$ cat config.mk
export PLATFORM = sky130hd
export DESIGN_NAME = pipeline_hazard_controller
export DESIGN_NICKNAME = d
export VERILOG_FILES = /design/src/rtl/pipeline_ctrl_pkg.sv /design/src/rtl/pipeline_hazard_controller_sat_counter.sv /design/src/rtl/pipeline_hazard_controller.sv
export SDC_FILE = /design/constraint.sdc
export NUM_CORES = 1
export LEC_CHECK = 0
export BUFFER_PORTS_ARGS = -buffer_cell sky130_fd_sc_hd__buf_2
export CAP_MARGIN = 0
export CORE_AREA = 2 2 78 80
export DETAILED_ROUTE_END_ITERATION = 6
export DIE_AREA = 0 0 80 82
export GPL_ROUTABILITY_DRIVEN = 0
export SLEW_MARGIN = 10
export SYNTH_ARGS = -nofsm -noshare
export SYNTH_HDL_FRONTEND = slang
export SYNTH_SLANG_ARGS = --single-unit
$ cat constraint.sdc
create_clock -name Clk -period 5.62 [get_ports Clk]
set_input_delay 0.843 -clock Clk [delete_from_list [all_inputs] [get_ports Clk]]
set_output_delay 0.843 -clock Clk [all_outputs]
set_load 0.01 [all_outputs]
$ cat src/rtl/pipeline_ctrl_pkg.sv
// pipeline_ctrl_pkg: shared types and defaults for the pipeline hazard controller
package pipeline_ctrl_pkg;
    typedef enum logic [1:0] {RUN, WAIT, ERR} state_t;
    localparam logic [4:0] REG_ZERO        = 5'd0;
    localparam int         DEF_MEM_TIMEOUT = 16;
    localparam int         DEF_CNT_W       = 16;
endpackage

$ cat src/rtl/pipeline_hazard_controller_sat_counter.sv
// sat_counter: up-counter that sticks at all-ones, asynchronous active-low clear
module sat_counter #(
    parameter int WIDTH = 16
) (
    input  logic             i_clk,
    input  logic             i_rst_n,
    input  logic             i_inc,
    output logic [WIDTH-1:0] o_cnt
);
    logic [WIDTH-1:0] r_cnt;
    always_ff @(posedge i_clk or negedge i_rst_n)
        if (!i_rst_n)
            r_cnt <= '0;
        else if (i_inc && r_cnt != '1)
            r_cnt <= r_cnt + WIDTH'(1);
    assign o_cnt = r_cnt;
endmodule

$ cat src/rtl/pipeline_hazard_controller.sv
// pipeline_hazard_controller: stall/flush sequencer for the five-stage pipeline,
// with a memory-wait FSM that times out into a sticky error state.
module pipeline_hazard_controller
    import pipeline_ctrl_pkg::*;
#(
    parameter int MEM_TIMEOUT = DEF_MEM_TIMEOUT,
    parameter int CNT_W       = DEF_CNT_W
) (
    input  logic             Clk,
    input  logic             Rst_n,
    input  logic [4:0]       IFID_rs,
    input  logic [4:0]       IFID_rt,
    input  logic             IDEX_MemRead,
    input  logic [4:0]       IDEX_rt,
    input  logic             EXMEM_MemRead,
    input  logic             EXMEM_MemWrite,
    input  logic             EXMEM_branch,
    input  logic             EXMEM_zero,
    input  logic             Mem_Ready,
    output logic             PC_Write,
    output logic             IFID_Write,
    output logic             EXMEM_Write,
    output logic             PCSrc,
    output logic             IFID_Flush,
    output logic             IDEX_Flush,
    output logic             EXMEM_Flush,
    output logic             MEMWB_Flush,
    output logic             Mem_Req,
    output logic             Mem_Error,
    output logic [CNT_W-1:0] Stall_Cycles,
    output logic [CNT_W-1:0] Flush_Count
);
    localparam int WC_W = $clog2(MEM_TIMEOUT + 1);

    state_t          r_state, w_next;
    logic [WC_W-1:0] r_wait_cnt, w_wait_nxt;
    logic            r_mem_error;
    logic            w_acc, w_taken, w_lu, w_freeze, w_take, w_lu_stall;

    always_ff @(posedge Clk or negedge Rst_n)
        if (!Rst_n) begin
            r_state     <= RUN;
            r_wait_cnt  <= '0;
            r_mem_error <= 1'b0;
        end else begin
            r_state     <= w_next;
            r_wait_cnt  <= w_wait_nxt;
            r_mem_error <= r_mem_error | (w_next == ERR);
        end

    always_comb begin
        w_acc      = EXMEM_MemRead | EXMEM_MemWrite;
        w_taken    = EXMEM_branch & EXMEM_zero;
        w_lu       = IDEX_MemRead && IDEX_rt != REG_ZERO && (IDEX_rt == IFID_rs || IDEX_rt == IFID_rt);
        w_next     = r_state;
        w_wait_nxt = r_wait_cnt;
        case (r_state)
            RUN:
                if (w_acc && !Mem_Ready) begin
                    w_next     = WAIT;
                    w_wait_nxt = WC_W'(1);
                end
            WAIT:
                if (Mem_Ready) begin
                    w_next     = RUN;
                    w_wait_nxt = '0;
                end else if (r_wait_cnt == WC_W'(MEM_TIMEOUT - 1))
                    w_next = ERR;
                else
                    w_wait_nxt = r_wait_cnt + WC_W'(1);
            default: ;
        endcase
        // Freeze lifts in the very cycle Mem_Ready arrives, so taken/lu act there too
        w_freeze    = (r_state == ERR) || (r_state == WAIT && !Mem_Ready) ||
                      (r_state == RUN && w_acc && !Mem_Ready);
        w_take      = Rst_n && !w_freeze && w_taken;
        w_lu_stall  = Rst_n && !w_freeze && !w_taken && w_lu;
        PC_Write    = Rst_n && !w_freeze && !w_lu_stall;
        IFID_Write  = PC_Write;
        EXMEM_Write = Rst_n && !w_freeze;
        PCSrc       = w_take;
        IFID_Flush  = !Rst_n || w_take;
        IDEX_Flush  = !Rst_n || w_take || w_lu_stall;
        EXMEM_Flush = !Rst_n || w_take;
        MEMWB_Flush = !Rst_n || w_freeze;
        Mem_Req     = Rst_n && (r_state == RUN ? w_acc : r_state == WAIT);
        Mem_Error   = r_mem_error;
    end

    sat_counter #(.WIDTH(CNT_W)) u_stall_cnt (
        .i_clk  (Clk),
        .i_rst_n(Rst_n),
        .i_inc  (!PC_Write),
        .o_cnt  (Stall_Cycles)
    );

    sat_counter #(.WIDTH(CNT_W)) u_flush_cnt (
        .i_clk  (Clk),
        .i_rst_n(Rst_n),
        .i_inc  (w_take),
        .o_cnt  (Flush_Count)
    );
endmodule

-- Word-level counts from Yosys, hierarchy flattened
Cells that the tools add are included.
- bits in registers: 40
- word-level logic and storage cells: 60
- output and inout bits: 42
- input bits: 23
- bitwise logic cells: 3
- multiplexer cells: 9
- eq/ne operators: 10
- reduce and logical (&&, ||, !) cells: 30
- add/sub/neg operators: 3
- operators with widths (operator ; count):
    $add A16 B1 Y16 const B ; 2
    $ne A16 B16 Y1 const B ; 2
    $mux W5 ; 3
    $logic_and A1 B1 Y1 ; 14
    $eq A5 B5 Y1 ; 2
    $pmux W5 S2 ; 1
    $logic_not A1 Y1 ; 6
    $logic_or A1 B1 Y1 ; 6
    $mux W2 ; 3
    $add A5 B1 Y5 const B ; 1
    $eq A5 B4 Y1 const B ; 1
    $reduce_bool A5 Y1 ; 1
    $eq A2 B2 Y1 const B ; 2
    $pmux W2 S2 ; 1
    $ne A3 B3 Y1 const B ; 1
    $reduce_and A3 Y1 ; 1
    $eq A2 B1 Y1 const B ; 1
    $logic_not A2 Y1 ; 1
    $ne A2 B2 Y1 const B ; 1
    $or A1 B1 Y1 ; 2
    $reduce_bool A2 Y1 ; 1
    $and A1 B1 Y1 ; 1
    $mux W1 ; 1

-- Depth between registers and ports, before layout
Gate-level depths: netlist of the first run.
- depth after elaboration: 12
- mapped depth: 9

-- By module
From an unflattened synthesis of the first run, not the netlist that was laid out.
- cells, all modules: 218
- area total of the unflattened synthesis: 2373.5 sq um
- modules (own cells, without submodules) (module ; area each (sq um) ; times used ; cells each):
    sat_counter ; 859.6 ; 2 ; 72
    pipeline_hazard_controller ; 654.4 ; 1 ; 74

-- Worst setup path before layout of the first run
Ideal clock, no wire load.
- path type: input-to-output
- start point: in IDEX_rt[1]
- end point: out PC_Write
- stages on the path: 5
- slack: 2655 ps
- data required time: 4777 ps
- arrival time: 2122 ps
- cells stage by stage: or4_4 o21ai_2 nor2_1 a21oi_1 buf_4
- cells in the longest elaborated chain, start to end: 6
- RTL lines (element ; RTL line ; RTL):
    start, declared ; pipeline_hazard_controller.sv:14 ; input logic [4:0] IDEX_rt,
    $eq A5 B5 Y1 / $reduce_bool A5 Y1 (equally long branches) ; pipeline_hazard_controller.sv:54 ; w_lu = IDEX_MemRead && IDEX_rt != REG_ZERO && (IDEX_rt == IFID_rs || IDEX_rt == IFID_rt);
    $logic_or A1 B1 Y1 / $logic_and A1 B1 Y1 (equally long branches) ; pipeline_hazard_controller.sv:54 ;
    $logic_and A1 B1 Y1 (*) ; pipeline_hazard_controller.sv:54 ;
    $logic_and A1 B1 Y1 (*) ; pipeline_hazard_controller.sv:77 ; w_lu_stall = Rst_n && !w_freeze && !w_taken && w_lu;
    $logic_not A1 Y1 (*) ; pipeline_hazard_controller.sv:78 ; PC_Write = Rst_n && !w_freeze && !w_lu_stall;
    $logic_and A1 B1 Y1 (*) ; pipeline_hazard_controller.sv:78 ;
    end, declared ; pipeline_hazard_controller.sv:20 ; output logic PC_Write,
Every way passes the cells marked *; elsewhere a longest branch is shown, timed or not.

-- Worst setup path after layout of the first run
- start point: in IDEX_rt[1]
- end point: out IFID_Write
- cells in the longest elaborated chain, start to end: 6
- RTL lines (element ; RTL line ; RTL):
    $eq A5 B5 Y1 / $reduce_bool A5 Y1 (equally long branches) ; pipeline_hazard_controller.sv:54 ;
    $logic_or A1 B1 Y1 / $logic_and A1 B1 Y1 (equally long branches) ; pipeline_hazard_controller.sv:54 ;
    $logic_and A1 B1 Y1 (*) ; pipeline_hazard_controller.sv:54 ;
    $logic_and A1 B1 Y1 (*) ; pipeline_hazard_controller.sv:77 ;
    $logic_not A1 Y1 (*) ; pipeline_hazard_controller.sv:78 ;
    $logic_and A1 B1 Y1 (*) ; pipeline_hazard_controller.sv:78 ;
    end, declared ; pipeline_hazard_controller.sv:21 ; output logic IFID_Write,
Marked as above.

==> results.md, run 1 <==
- Status: completed
- # diodes: 0
- Most frequent cell after synthesis: dfrtp_1
- Commonest cells in the netlist: 40 x dfrtp_1, 27 x xnor2_1, 24 x nand2_1
- Clk root buf: clkbuf_8
- Seq/Total Area, Yosys: 45.6%
- Remaining antenna violation count: 0
- Clock buffer depth: 2
- Yosys top cell area share: 45.6%
- Netlist cell types: 45
- Final Hold Fails: 0
- Initial antenna violation count: 0
- Remaining DRCs: 0
- Fillers: 600
- Critical Path RT: 4.78 ns
- Setup violators final: 0
- P per Cell Area: 296 nW/um^2
- CORE AREA: 5750 sq um
- Grt total ovfl: 0
- Drt total wl: 4460 microns
- Vias in the first global route: 1658
- Starting Density: 38.2%
- Synthesized area per cell: 10.3 sq um
- Routed len/inst: 12.5 microns
- Total power draw: 0.792 mW
- Die width: 80 microns
- Starting DRC count in detailed routing: 61
- Setup_tns: 0 ns
- WS Path Type: in2out
- Dominant register cell in the synthesized netlist: dfrtp_1
- Die ar.: 6560 sq um
- Max Clk Rate: 326 MHz
- Crit end category: output pin
- # rows: 28
- Final period util: 54.6%
- # Max-Cap Violations: 0
- Syn Inst Count: 212
- CP arrival: 2.23 ns
- FF+latch count, synth: 40
- RSZ-0062 raised after global routing: false
- Area Overhead vs Synth: 21.9%
- Final max-slew violation count: 0
- Total GRT Usage: 14.6%
- Relative slew slack: 62.6%
- Synth warn: 0
- Crit Path Max Fanout: 4
- Vias: 1745
- Mapped Nets: 239
- Cell taking the most area after synthesis: dfrtp_1
- IO Pins: 65
- Leak: 1.27 nW
- Vias per cell: 4.90
- Setup bufs post-CTS: 0
- Dpl hpwl: 3290 microns
- Largest cells by area after synthesis: dfrtp_1 46%, xnor2_1 11%, nand2_1 4.1%
- Sink Count: 40
- Setup crit start kind: input pin
- IO buf count: 64
- Slew @ Worst Pin: 0.560 ns
- DIE HEIGHT: 82 microns
- Peak VDD IR: 0.189 mV
- Min-Delay Path Class: reg2reg
- Clk Latency, worst-skew pair: 0.29 ns
- Synthesized area: 2190 sq um
- # nets final: 307
- Tmin final: 3.07 ns
- EDFF count, synth: 0
- Clock Skew: 0.00568 ns
- Initial DRT Pass Iterations: 4
- Cts bufs inserted: 5
- Hold buffer count at CTS: 0
- # H-tree levels: 2
- CTS tree: done
- Layout cells sized above 1: 31.3%
- Clk slew on worst S/H paths: 0.08 ns
- Post-synthesis async set-or-reset flop share: 100%
- Largest net degree at the start of global routing: 46
- First-pass GRT wire length: 7480 microns
- Post-cts sizing count: 0
[metal layers]
metal  global-route usage [%]  vias up  part of all wire (%)
li1                         -      873                     -
met1                     18.3      823                    47
met2                     24.6       43                    45
met3                     3.08        6                   6.3
met4                     5.59        0                   1.5
met5                        0        -                     0
[worst paths after layout]
path | cells past startpoint | endpoint | slack [ns] | from
max in group asynchronous | 2 | r_state[0]$_DFF_PN0_ | 4.61 | Rst_n
max reg2reg | 6 | u_stall_cnt.o_cnt[11]$_DFFE_PN0P_ | 3.55 | r_state[1]$_DFF_PN0_
max | 6 | IFID_Write | 2.55 | IDEX_rt[1]
min | 1 | r_wait_cnt[3]$_DFFE_PN0P_ | 0.48 | r_wait_cnt[3]$_DFFE_PN0P_
min in group asynchronous | 2 | u_stall_cnt.o_cnt[5]$_DFFE_PN0P_ | 0.62 | Rst_n
min reg2reg | 1 | r_wait_cnt[3]$_DFFE_PN0P_ | 0.48 | r_wait_cnt[3]$_DFFE_PN0P_
[sequential cells by signal, summed over array words and instances (netlist names)]
| signal | count |
|---|---|
| Mem_Error | 1 |
| u_flush_cnt.o_cnt | 16 |
| r_wait_cnt | 5 |
| r_state | 2 |
| u_stall_cnt.o_cnt | 16 |
[cell usage in the layout, fill, tap and decap left out, drive strengths merged, types with 2 or more instances in the layout]
master   count
nor3b        4
nand3        9
dfrtp       40
nand4       10
nand2       24
o21a         2
xor2        10
nor2        13
o21ai       12
a31oi        2
inv          8
nor3         3
nand2b       3
buf         65
and3        11
clkbuf       8
a21oi        4
mux2         4
ha           4
and2         2
o2111ai      2
xnor2       27
[worst max-delay path, cell delays in order]
cell and delay [ns]:
buf_2 0.12, or4_4 0.54, o21ai_2 0.16, nor2_1 0.09
a21oi_1 0.27, buf_2 0.19
[power breakdown]
group	switching [mW]	internal, mW	total (mW)
clock	0.0962	0.100	0.196
combinational	0.0997	0.100	0.200
sequential	0.0619	0.334	0.396
[layout make-up]
| type | count | area, sq um | area share [%] |
|---|---|---|---|
| multi-input combinational | 160 | 1130 | 42.3 |
| sequential | 40 | 1000 | 37.4 |
| timing repair buffer | 65 | 328 | 12.3 |
| tap | 75 | 93.8 | 3.51 |
| clock buffer | 8 | 90.1 | 3.37 |
| inverter | 8 | 30.0 | 1.12 |
[kinds of logic after synthesis]
logic type	synth area share [%]
XOR/XNOR	14.8
flip-flops	45.6
multiplexers	2.57
AO/OA/AOI/OAI	10.5
adder cells (fa/ha/maj)	2.28
buffers and inverters	2.79
AND/OR/NAND/NOR	21.4
[through the flow]
stage          setup WS, ns  hold slack [ns]  instance area, sq um  util (%)  instances
2_1_floorplan          2.66            0.449                  2190         -        212
3_3_place_gp           2.55            0.467                  2580      45.0        348
3_5_place_dp           2.54            0.466                  2580      45.0        348
4_1_cts                2.53            0.490                  2670      46.5        356
5_1_grt                2.46            0.512                  2670      46.5        356
6_report               2.55            0.485                  2670      46.5        356
Note: power is estimated with default switching activity, not from simulation.
==> run 2: changes to the inputs <==
- clock period: 5.62 -> 3.21 ns (I/O delays scaled with it)
==> run 2 against run 1 <==
- wire length increased by 3.4%
- critical path depth unchanged
- sequential share of layout area decreased by 0.10 points
- critical endpoint is now PC_Write
==> results.md, run 2 (synthesis results as in run 1) <==
- Routed len/inst: 12.9 microns (+3.1%)
- Dpl hpwl: 3490 microns (+6.3%)
- Setup violators final: 0 (unchanged)
- Largest net degree at the start of global routing: 21 (-54%)
- Starting Density: 38.2% (unchanged)
- IO buf count: 64 (unchanged)
- Setup crit start kind: input pin
- Die ar.: 6560 sq um (unchanged)
- Placed cell area: 2590 sq um (+0.29%)
- Total GRT Usage: 15.3% (+0.73 points)
- Peak VDD IR: 0.340 mV (+80%)
- Grt total ovfl: 0 (unchanged)
- Slew @ Worst Pin: 0.385 ns (-0.175 ns)
- Slowest CP cell: or4_4
- Hold buffer count at CTS: 0 (unchanged)
- Vias in the first global route: 1780 (+7.4%)
- Crit Path Max Fanout: 4 (unchanged)
- Status: completed
- DIE HEIGHT: 82 microns (unchanged)
- Final Instance Count excl. Fillers: 357 (+0.28%)
- Vias per cell: 5.04 (+2.9%)
- Clk Latency, worst-skew pair: 0.29 ns (about the same)
- Remaining DRCs: 0 (unchanged)
- Sink Count: 40 (unchanged)
- CTS tree: done
- Final max-slew violation count: 0 (unchanged)
- Setup_tns: 0 ns (unchanged)
- Fin area: 2680 sq um (+0.28%)
- Switching portion of total power: 32.5% (-0.072 points)
- Min-Delay Path Class: in2async
- Initial antenna violation count: 0 (unchanged)
- Vias: 1800 (+3.2%)
- Critical Path RT: 2.73 ns (-2.05 ns)
- P per Cell Area: 518 nW/um^2 (+75%)
- Worst slack at placement: 0.844 ns (-1.69 ns)
- Relative slew slack: 74.3% (+12 points)
- Crit end category: output pin
- Cell count after placement: 349 (+0.29%)
- # rows: 28 (unchanged)
- Final core utilization: 46.7% (+0.13 points)
- CORE AREA: 5750 sq um (unchanged)
- Remaining antenna violation count: 0 (unchanged)
- Final Hold Fails: 0 (unchanged)
- Die width: 80 microns (unchanged)
- Drt total wl: 4610 microns (+3.4%)
- Final worst-path setup slack: 0.865 ns (-1.69 ns)
- Starting DRC count in detailed routing: 55 (-9.8%)
- Worst-path cell chain: buf_2, or4_4, o21ai_2, nor2_1, a21oi_1, buf_2
- Clock Skew: 0.0109 ns (+0.00521 ns)
- Final period util: 73.0%
- CP arrival: 1.86 ns (-0.37 ns)
- Clk slew on worst S/H paths: 0.07 ns (about the same)
- Flop pwr share: 50.1% (+0.2 points)
- Cts bufs inserted: 5 (unchanged)
- Max Clk Rate: 427 MHz
- Setup bufs post-CTS: 0 (unchanged)
- Leak: 1.27 nW (+0.38%)
- Max stage delay on crit path: 0.54 ns (about the same)
- IO Pins: 65 (unchanged)
- Clk root buf: clkbuf_8
- Tmin final: 2.34 ns
- FF-to-FF setup slack: 1.14 ns (-2.41 ns)
- Post-cts sizing count: 0 (unchanged)
- Clock buffer depth: 2 (unchanged)
- Layout cells sized above 1: 31.6% (+0.24 points)
- Int Power: 0.937 mW (+75%)
- Gate power share: 25.6% (+0.3 points)
- WHS: 0.0606 ns (-0.424 ns)
- Most common cell after layout, fill and taps aside: buf_2
- Dominant cell type by count on the critical path: buf_2
- Total power draw: 1.39 mW (+75%)
- First-pass GRT wire length: 8000 microns (+6.9%)
- Initial DRT Pass Iterations: 4 (unchanged)
- Sw Pwr: 0.451 mW (+75%)
- # nets final: 308 (+0.33%)
- Most frequent cells in the layout: 64 x buf_2, 40 x dfrtp_1, 27 x xnor2_1, 24 x nand2_1, 13 x nor2_1
- # diodes: 0 (unchanged)
- Area Overhead vs Synth: 22.2%
- # H-tree levels: 2 (unchanged)
- # Max-Cap Violations: 0 (unchanged)
- WS Path Type: in2out
- Clk pwr share: 24.4% (-0.4 points)
- RSZ-0062 raised after global routing: false
==> run 2: critical path: cells and delay by family <==
kind,cells,cell delay (ns)
and+or+nand+nor,2,0.64
AOI/OAI and AO/OA,2,0.43
buffers and inverters,2,0.32
==> run 2: worst paths after layout <==
check                                           from                           endpoint  depth (start not counted)
worst max-delay path                      IDEX_rt[1]                           PC_Write                          6
worst min-delay path                           Rst_n               r_state[1]$_DFF_PN0_                          1
worst max register to register  r_state[1]$_DFF_PN0_  u_stall_cnt.o_cnt[11]$_DFFE_PN0P_                          6
worst min register to register   Mem_Error$_DFF_PN0_                Mem_Error$_DFF_PN0_                          1
max in group asynchronous                      Rst_n   u_flush_cnt.o_cnt[7]$_DFFE_PN0P_                          2
min in group Clk                 Mem_Error$_DFF_PN0_                Mem_Error$_DFF_PN0_                          1
==> run 2: power groups by stage <==
stage	clock [mW]	combinational [mW]	sequential [mW]
floorplan	0	0.193	0.714
global placement	0	0.353	0.702
detailed placement	0	0.359	0.704
CTS	0.356	0.363	0.695
global route	0.377	0.396	0.713
finish	0.338	0.355	0.695
==> run 2: layer usage <==
metal	vias to the layer above	part of all wire (%)	track usage [%]
li1	875	-	-
met1	873	45	19.2
met2	44	47	25.7
met3	8	6.4	3.30
met4	0	1.6	6.27
met5	-	0	0
==> run 2: cell type report <==
| class | instances | area (sq um) |
|---|---|---|
| inverters | 8 | 30.0 |
| well taps | 75 | 93.8 |
| fillers | 581 | 3060 |
| repair buffers | 66 | 335 |
| clock buffers | 8 | 90.1 |
| multi-input cells | 160 | 1130 |
| flip-flops and latches | 40 | 1000 |
